$ cat config.mk
export PLATFORM = sky130hd
export DESIGN_NAME = branch_predict_unit
export DESIGN_NICKNAME = d
export VERILOG_FILES = /design/src/rtl/branch_predict_unit.sv
export SDC_FILE = /design/constraint.sdc
export NUM_CORES = 1
export LEC_CHECK = 0
export BUFFER_PORTS_ARGS = -buffer_cell sky130_fd_sc_hd__buf_2
export CAP_MARGIN = 20
export CORE_ASPECT_RATIO = 1.25
export CORE_MARGIN = 2
export CORE_UTILIZATION = 60
export DETAILED_ROUTE_END_ITERATION = 10
export GPL_ROUTABILITY_DRIVEN = 0
export PLACE_DENSITY = 0.77
export SYNTH_ARGS = -nofsm -noshare
export SYNTH_HDL_FRONTEND = slang
export SYNTH_SLANG_ARGS = --single-unit
$ cat constraint.sdc
create_clock -name clk -period 7 [get_ports clk]
set_input_delay 1.05 -clock clk [delete_from_list [all_inputs] [get_ports clk]]
set_output_delay 1.05 -clock clk [all_outputs]
set_load 0.1 [all_outputs]
$ cat src/rtl/branch_predict_unit.sv
// branch_predict_unit: direct-mapped BTB with 2-bit counters,
// F/D prediction carry and decode-stage mispredict/redirect.
module branch_predict_unit #(
    parameter int IDXW = 4,
    parameter int PCW  = 32,
    parameter int CNTW = 16
) (
    input  logic            clk,
    input  logic            reset,
    input  logic [PCW-1:0]  pcF,
    output logic            predtakenF,
    output logic [PCW-1:0]  targetF,
    input  logic            stallD,
    input  logic            flushD,
    input  logic            branchD,
    input  logic            takenD,
    input  logic [PCW-1:0]  pcD,
    input  logic [PCW-1:0]  targetD,
    output logic            mispredictD,
    output logic [PCW-1:0]  redirectpcD,
    output logic [CNTW-1:0] brcount,
    output logic [CNTW-1:0] misscount
);

    localparam int N    = 1 << IDXW;
    localparam int TAGW = PCW - IDXW;

    logic [N-1:0]                valid_q, valid_d;
    logic [N-1:0][TAGW-1:0]      tag_q, tag_d;
    logic [N-1:0][PCW-1:0]       tgt_q, tgt_d;
    logic [N-1:0][1:0]           ctr_q, ctr_d;
    logic                        predtaken_q, predtaken_d;
    logic [PCW-1:0]              predtarget_q, predtarget_d;
    logic [CNTW-1:0]             brcount_q, brcount_d;
    logic [CNTW-1:0]             misscount_q, misscount_d;

    logic [IDXW-1:0] idx_f, idx_d;
    logic            hit_f, hit_d;
    logic            resolve;
    logic            wrong_dir, wrong_tgt;

    // Fetch-side lookup, purely combinational from pcF
    always_comb begin
        idx_f      = pcF[IDXW-1:0];
        hit_f      = valid_q[idx_f] && (tag_q[idx_f] == pcF[PCW-1:IDXW]);
        predtakenF = hit_f & ctr_q[idx_f][1];
        targetF    = hit_f ? tgt_q[idx_f] : '0;
    end

    // Decode-side resolution and redirect selection
    always_comb begin
        idx_d     = pcD[IDXW-1:0];
        hit_d     = valid_q[idx_d] && (tag_q[idx_d] == pcD[PCW-1:IDXW]);
        resolve   = !stallD && (branchD || predtaken_q);
        wrong_dir = predtaken_q != takenD;
        wrong_tgt = takenD && (predtarget_q != targetD);
        mispredictD = resolve &&
                      ((predtaken_q && !branchD) ||
                       (branchD && (wrong_dir || wrong_tgt)));
        redirectpcD = (branchD && takenD) ? targetD
                    : pcD + {{(PCW-1){1'b0}}, 1'b1};
    end

    // F/D prediction register: flush beats stall
    always_comb begin
        predtaken_d  = predtaken_q;
        predtarget_d = predtarget_q;
        if (flushD) begin
            predtaken_d  = 1'b0;
            predtarget_d = '0;
        end else if (!stallD) begin
            predtaken_d  = predtakenF;
            predtarget_d = targetF;
        end
    end

    // Table update from the resolved instruction in D
    always_comb begin
        valid_d = valid_q;
        tag_d   = tag_q;
        tgt_d   = tgt_q;
        ctr_d   = ctr_q;
        if (resolve) begin
            if (branchD) begin
                if (hit_d) begin
                    if (takenD) begin
                        if (ctr_q[idx_d] != 2'b11)
                            ctr_d[idx_d] = ctr_q[idx_d] + 2'd1;
                        tgt_d[idx_d] = targetD;
                    end else if (ctr_q[idx_d] != 2'b00) begin
                        ctr_d[idx_d] = ctr_q[idx_d] - 2'd1;
                    end
                end else if (takenD) begin
                    valid_d[idx_d] = 1'b1;
                    tag_d[idx_d]   = pcD[PCW-1:IDXW];
                    tgt_d[idx_d]   = targetD;
                    ctr_d[idx_d]   = 2'b10;
                end
            end else begin
                // predicted-taken non-branch: drop the stale entry
                valid_d[idx_d] = 1'b0;
            end
        end
    end

    // Saturating statistics counters
    always_comb begin
        brcount_d   = brcount_q;
        misscount_d = misscount_q;
        if (resolve && branchD && !(&brcount_q))
            brcount_d = brcount_q + {{(CNTW-1){1'b0}}, 1'b1};
        if (mispredictD && !(&misscount_q))
            misscount_d = misscount_q + {{(CNTW-1){1'b0}}, 1'b1};
    end

    // Resettable state: valid bits, F/D register, counters
    always_ff @(posedge clk or posedge reset) begin
        if (reset) begin
            valid_q      <= '0;
            predtaken_q  <= 1'b0;
            predtarget_q <= '0;
            brcount_q    <= '0;
            misscount_q  <= '0;
        end else begin
            valid_q      <= valid_d;
            predtaken_q  <= predtaken_d;
            predtarget_q <= predtarget_d;
            brcount_q    <= brcount_d;
            misscount_q  <= misscount_d;
        end
    end

    // Entry payload is meaningless while invalid, so no reset
    always_ff @(posedge clk) begin
        tag_q <= tag_d;
        tgt_q <= tgt_d;
        ctr_q <= ctr_d;
    end

    assign brcount   = brcount_q;
    assign misscount = misscount_q;

endmodule

Word level (Yosys, flattened, before mapping)
Index checks and enable logic that the tools add are counted.

Register bits: 1073. Latch bits: 0. Memory bits (writable): 0. ROM bits: 0. Input bits: 102. Output and inout port bits: 98. Logic and storage cells: 146. Memories kept: 0.

Add/subtract/negate cells: 5. $mul: 0. Div/mod/pow operators: 0. $lt $le $gt $ge: 3. Equality and inequality tests: 9. Shift operators: 0. Mux-type cells: 40. Bitwise logic cells: 8. Reduce and logical (&&, ||, !) cells: 28.

Operators by type and width (count): bitwise mux 512 bit (1); bitwise mux 448 bit (1); 2-to-1 mux 32 bit (11); binary-select mux 28 bit (select 4 bit) (2); binary-select mux 32 bit (select 4 bit) (1); demux 32 bit (select 4 bit) (1); demux 28 bit (select 4 bit) (1); 2-to-1 mux 28 bit (3); bitwise mux 32 bit (2); == test 28 bit (2); 2-to-1 mux 16 bit (3); adder 16 x 1 -> 16 bit, second input constant (2); adder 32 x 1 -> 32 bit, second input constant (1); AND 16 bit (2); != test 32 bit (1); inverter 16 bit (2); OR 16 bit (2); AND reduction 16 bit (2); binary-select mux 2 bit (select 4 bit) (2); logical AND 1 bit (12); < comparator 4 x 5 -> 1 bit, second input constant (2); binary-select mux 1 bit (select 4 bit) (2); demux 2 bit (select 4 bit) (1); 2-to-1 mux 2 bit (3); 17 further kinds (31).

Depth between registers and ports, before layout
Depth in word-level cells: 8. Mapped depth: 16.

Least setup slack after synthesis
No wires, ideal clock.

Path kind: input port to output port. Start: input pcD[3]. End: output redirectpcD[28]. Data arrival time: 5.377 ns. Data required time: 5.950 ns. Path slack: 0.573 ns. Cell stages on the path: 14. Path buffers: 6. Path through: clkbuf_2 > buf_4 > buf_2 > buf_4 > buf_4 > and3_1 > clkbuf_1 > nand2_1 > nor2_1 > nand3_1 > nor2_1 > nand4_1 > xor2_1 > o21ai_0.

Word-level cells in the longest chain between the ends: 2.

Ends and longest elaborated chain: start: declaration (line 17) `input logic [PCW-1:0] pcD,`; adder 32 x 1 -> 32 bit (line 61) `: pcD + {{(PCW-1){1'b0}}, 1'b1};`; 2-to-1 mux 32 bit (line 60) `redirectpcD = (branchD && takenD) ? targetD`; end: declaration (line 20) `output logic [PCW-1:0] redirectpcD,`.

No other way between the ends.

Final worst setup path
Start: input pcF[1]. End: output targetF[29].

Word-level cells in the longest chain between the ends: 5. Elaborated cells on any way between the ends: 9. Those cells by class: eq/ne: 1; mux: 7; reduce/logical: 1.

Ends and longest elaborated chain: start: declaration (line 10) `input logic [PCW-1:0] pcF,`; binary-select mux 28 bit (select 4 bit) (line 45) `hit_f = valid_q[idx_f] && (tag_q[idx_f] == pcF[PCW-1:IDXW]);`; 2-to-1 mux 28 bit (not written as such) (line 45); == test 28 bit (line 45); logical AND 1 bit (line 45); 2-to-1 mux 32 bit (*) (line 47) `targetF = hit_f ? tgt_q[idx_f] : '0;`; end: declaration (line 12) `output logic [PCW-1:0] targetF,`.

Mark *: on every way between the ends. The rest lies on a longest branch, timed or not. The select of a mux whose other input is x is not followed.

==> results.toml <==
[power]
leakagePower_nw = 18.4
p_sw_share_pct = 24.5
power.switching_mw = 3.48
power_frac_seq_pct = 50.6
p_per_area_nw_per_um2 = 259
p_clk_share_pct = 38.5
power.internal_mw = 10.7
p_comb_share_pct = 10.9
ir_worst_vdd_mv = 0.265

[sta]
clock_skew_ns = 0.0326
fin_tns_setup_ns = 0
max_freq_ghz = 0.159
hold_slack_ns = 0.444
hold_viol = 0
max_slew_margin_pct = 28.5
rsz0062_at_grt = "false"
period_share_pct = 89.6
worst-slew-pin-transition_ns = 1.06
setup_viol = 0
period_needed_ns = 6.27
slew_viol_final = 0

[clock_network]
numCtsBuffers = 103
ctsHoldBuffers = 0
cts_buffer_depth = 3
cts_root_buf = "clkbuf_16"
cts.clk_slew.worst_paths_ns = 0.06
h-tree-depth = 3
clkLatencyLatePin_ns = 0.68
cts_tree = "built"
clkSinkCount = 1073
post-cts-setup-buffers = 0
cts.repair.resized = 0

[setup_path]
crit_path_cell_trace = "buf_6 -> buf_4 -> mux4_2 -> nor2b_1 -> a211oi_1 -> a21oi_1 -> xnor2_1 -> nand4_1 -> nor4_1 -> nand3_2 -> buf_4 -> nor2b_1 -> buf_12"
worstSetupPathType = "input pin to output port"
r2r_setup_slack_ns = 3.22
worst-path-max-fanout = 55
r2r_cells = 11
crit_arrival_ns = 5.22
crit_required_ns = 5.95
cpPeakStageDelay_ns = 0.71
critPathLaunch = "pcF[1]"
worstReg2RegEnd = "tag_q[268]$_DFFE_PP_"
cp_slowest_cell = "nor4_1"
cp-endpoint = "targetF[29]"
cp-start-kind = "input pin"
rr_startpoint = "tag_q[24]$_DFFE_PP_"
worstSetupEndpointType = "output port"

[floorplan]
io_pins = 200
core_area_um2 = 80100
dieArea_um2 = 83200
die_h_um = 322
initial_core_util_pct = 60.5
die_x_um = 258
num_rows = 116

[routing]
via_count = 29100
vias_per_cell = 7.13
postRouteWirelength_um = 137000
drc = 0
antenna_left = 0
post_drt_wl_per_cell_um = 33.4
drt_iter0_markers = 4657
first_pass_iters = 6

[yosys]
syn_avg_cell_area_um2 = 17.6
synthesis.nets = 2860
synth_edf_count = 992
synthesis.area_um2 = 48500
synthCells = 2750
synthArstFlopShare_pct = 7.55
yosysSeqAreaShare_pct = 65.6
ys_seq_elements = 1073
ys.flop_type = "edfxtp_1"
yosys_warnings = 0
synth_cell_types = 60

[global_routing]
gr-total-overflow = 0
grt_antenna_before_repair = 17
grt_max_degree = 93
grt_pass1_wl_um = 197000
grtUsageTotal_pct = 33.2
grt_pass1_vias = 29300

[job]
drv_cap = 0

[placed_design]
port_buffers = 199
dp_hpwl_um = 81800
dp.cells = 3893

[cells_and_area]
fin_nets = 3047
fillers = 5062
final_cells = 4088
drive_gt1_share_pct = 29.5
synthToLayoutAreaGrowth_pct = 12.8

[min_path]
hold_path_class = "input pin to async pin"

[run_status]
status = "finished clean"
[worst min path at each step]
stage / from / to / slack (ns) / cells past startpoint
final: reset / brcount[9]$_DFFE_PP0P_ / 0.44 / 2
after global routing: reset / brcount[6]$_DFFE_PP0P_ / 0.49 / 2
after CTS: reset / brcount[6]$_DFFE_PP0P_ / 0.43 / 2
after detailed placement: misscount[14]$_DFFE_PP0P_ / misscount[14]$_DFFE_PP0P_ / 0.48 / 1
after global placement: brcount[9]$_DFFE_PP0P_ / brcount[9]$_DFFE_PP0P_ / 0.47 / 1
after floorplan: predtarget_q[0]$_DFFE_PP0P_ / predtarget_q[0]$_DFFE_PP0P_ / 0.48 / 1
[final cells by class]
type	instances	area [µm²]	share of cell area, %
antenna	6	15.0	0.0274
clock buffer	129	2780	5.07
clock inverter	59	508	0.928
inverter	46	174	0.318
multi-input combinational	1438	15700	28.7
sequential	1073	31800	58.1
tap	1062	1330	2.43
timing repair buffer	275	2400	4.38
[sequential cells by signal (all words and copies together) (netlist names), named ones only]
| name | cells |
|---|---|
| brcount | 16 |
| ctr_q | 32 |
| misscount | 16 |
| predtaken_q | 1 |
| predtarget_q | 32 |
| tag_q | 448 |
| tgt_q | 512 |
[synthesized netlist by cell type (50+ instances only)]
cell | instances | area share [%]
nand2_1 | 158 | 1.2
dfrtp_1 | 81 | 4.2
buf_2 | 50 | 0.52
nor2b_1 | 63 | 0.81
edfxtp_1 | 992 | 61
nor2_1 | 89 | 0.69
clkbuf_1 | 103 | 0.80
nand3_1 | 70 | 0.72
mux4_2 | 386 | 18
o21ai_0 | 71 | 0.73
a21oi_1 | 74 | 0.76
xor2_1 | 60 | 1.1
xnor2_1 | 85 | 1.5
mux2i_1 | 82 | 1.7
[cell usage in the layout, fill, tap and decap left out, drive strengths merged, types with 7 or more instances in the layout]
cell type,count
nor2,90
nor3,10
mux2i,82
ha,8
and3,11
xnor2,85
a21oi,74
clkinv,47
nand2,159
edfxtp,992
a22oi,14
mux4,386
a32o,21
dfrtp,81
nand2b,7
o221ai,7
bufinv,8
o22ai,31
buf,274
a211oi,20
nor2b,63
nand4,44
nand3,70
clkbuf,130
inv,47
mux2,39
o21ai,71
xor2,60
a31o,13
nor4,12
[through the flow]
step	power [mW]	area [µm²]	worst slack, ns	util [%]
finish	14.2	54700	0.728	68.3
global route	14.5	54700	0.790	68.3
CTS	14.2	54700	0.893	68.3
detailed placement	8.82	51400	0.911	64.2
global placement	8.78	51400	0.980	64.2
floorplan	8.33	48500	0.573	-
[critical path: cells and delay by family]
| family | cells | cell delay, ns |
|---|---|---|
| simple gates | 5 | 1.65 |
| buf+inv | 4 | 1.40 |
| mux | 1 | 0.31 |
| xor+xnor | 1 | 0.19 |
| compound gates | 2 | 0.55 |
[routing by layer]
metal	up-vias	GRT usage, %	part of all wire, %
met1	14800	42.4	34
met2	2279	53.6	49
met4	22	16.9	5.8
met5	-	0	0.11
met3	514	7.85	12
li1	11500	-	-
[kinds of logic after synthesis]
kind of cell,share of synthesized area [%]
AOI/OAI and AO/OA,3.98
xor gates and xnor gates,2.62
adders and majority gates,0.206
buffers and inverters,2.30
DFF,65.6
muxes,20.5
and+or+nand+nor,4.80
[power groups by stage]
stage,registers (mW),logic (mW),clock network [mW]
2_1_floorplan,7.49,0.834,0
3_3_place_gp,7.29,1.49,0
5_1_grt,7.18,1.60,5.72
4_1_cts,7.17,1.53,5.50
6_report,7.17,1.54,5.46
3_5_place_dp,7.30,1.52,0
(Power assumes the default switching activity.)
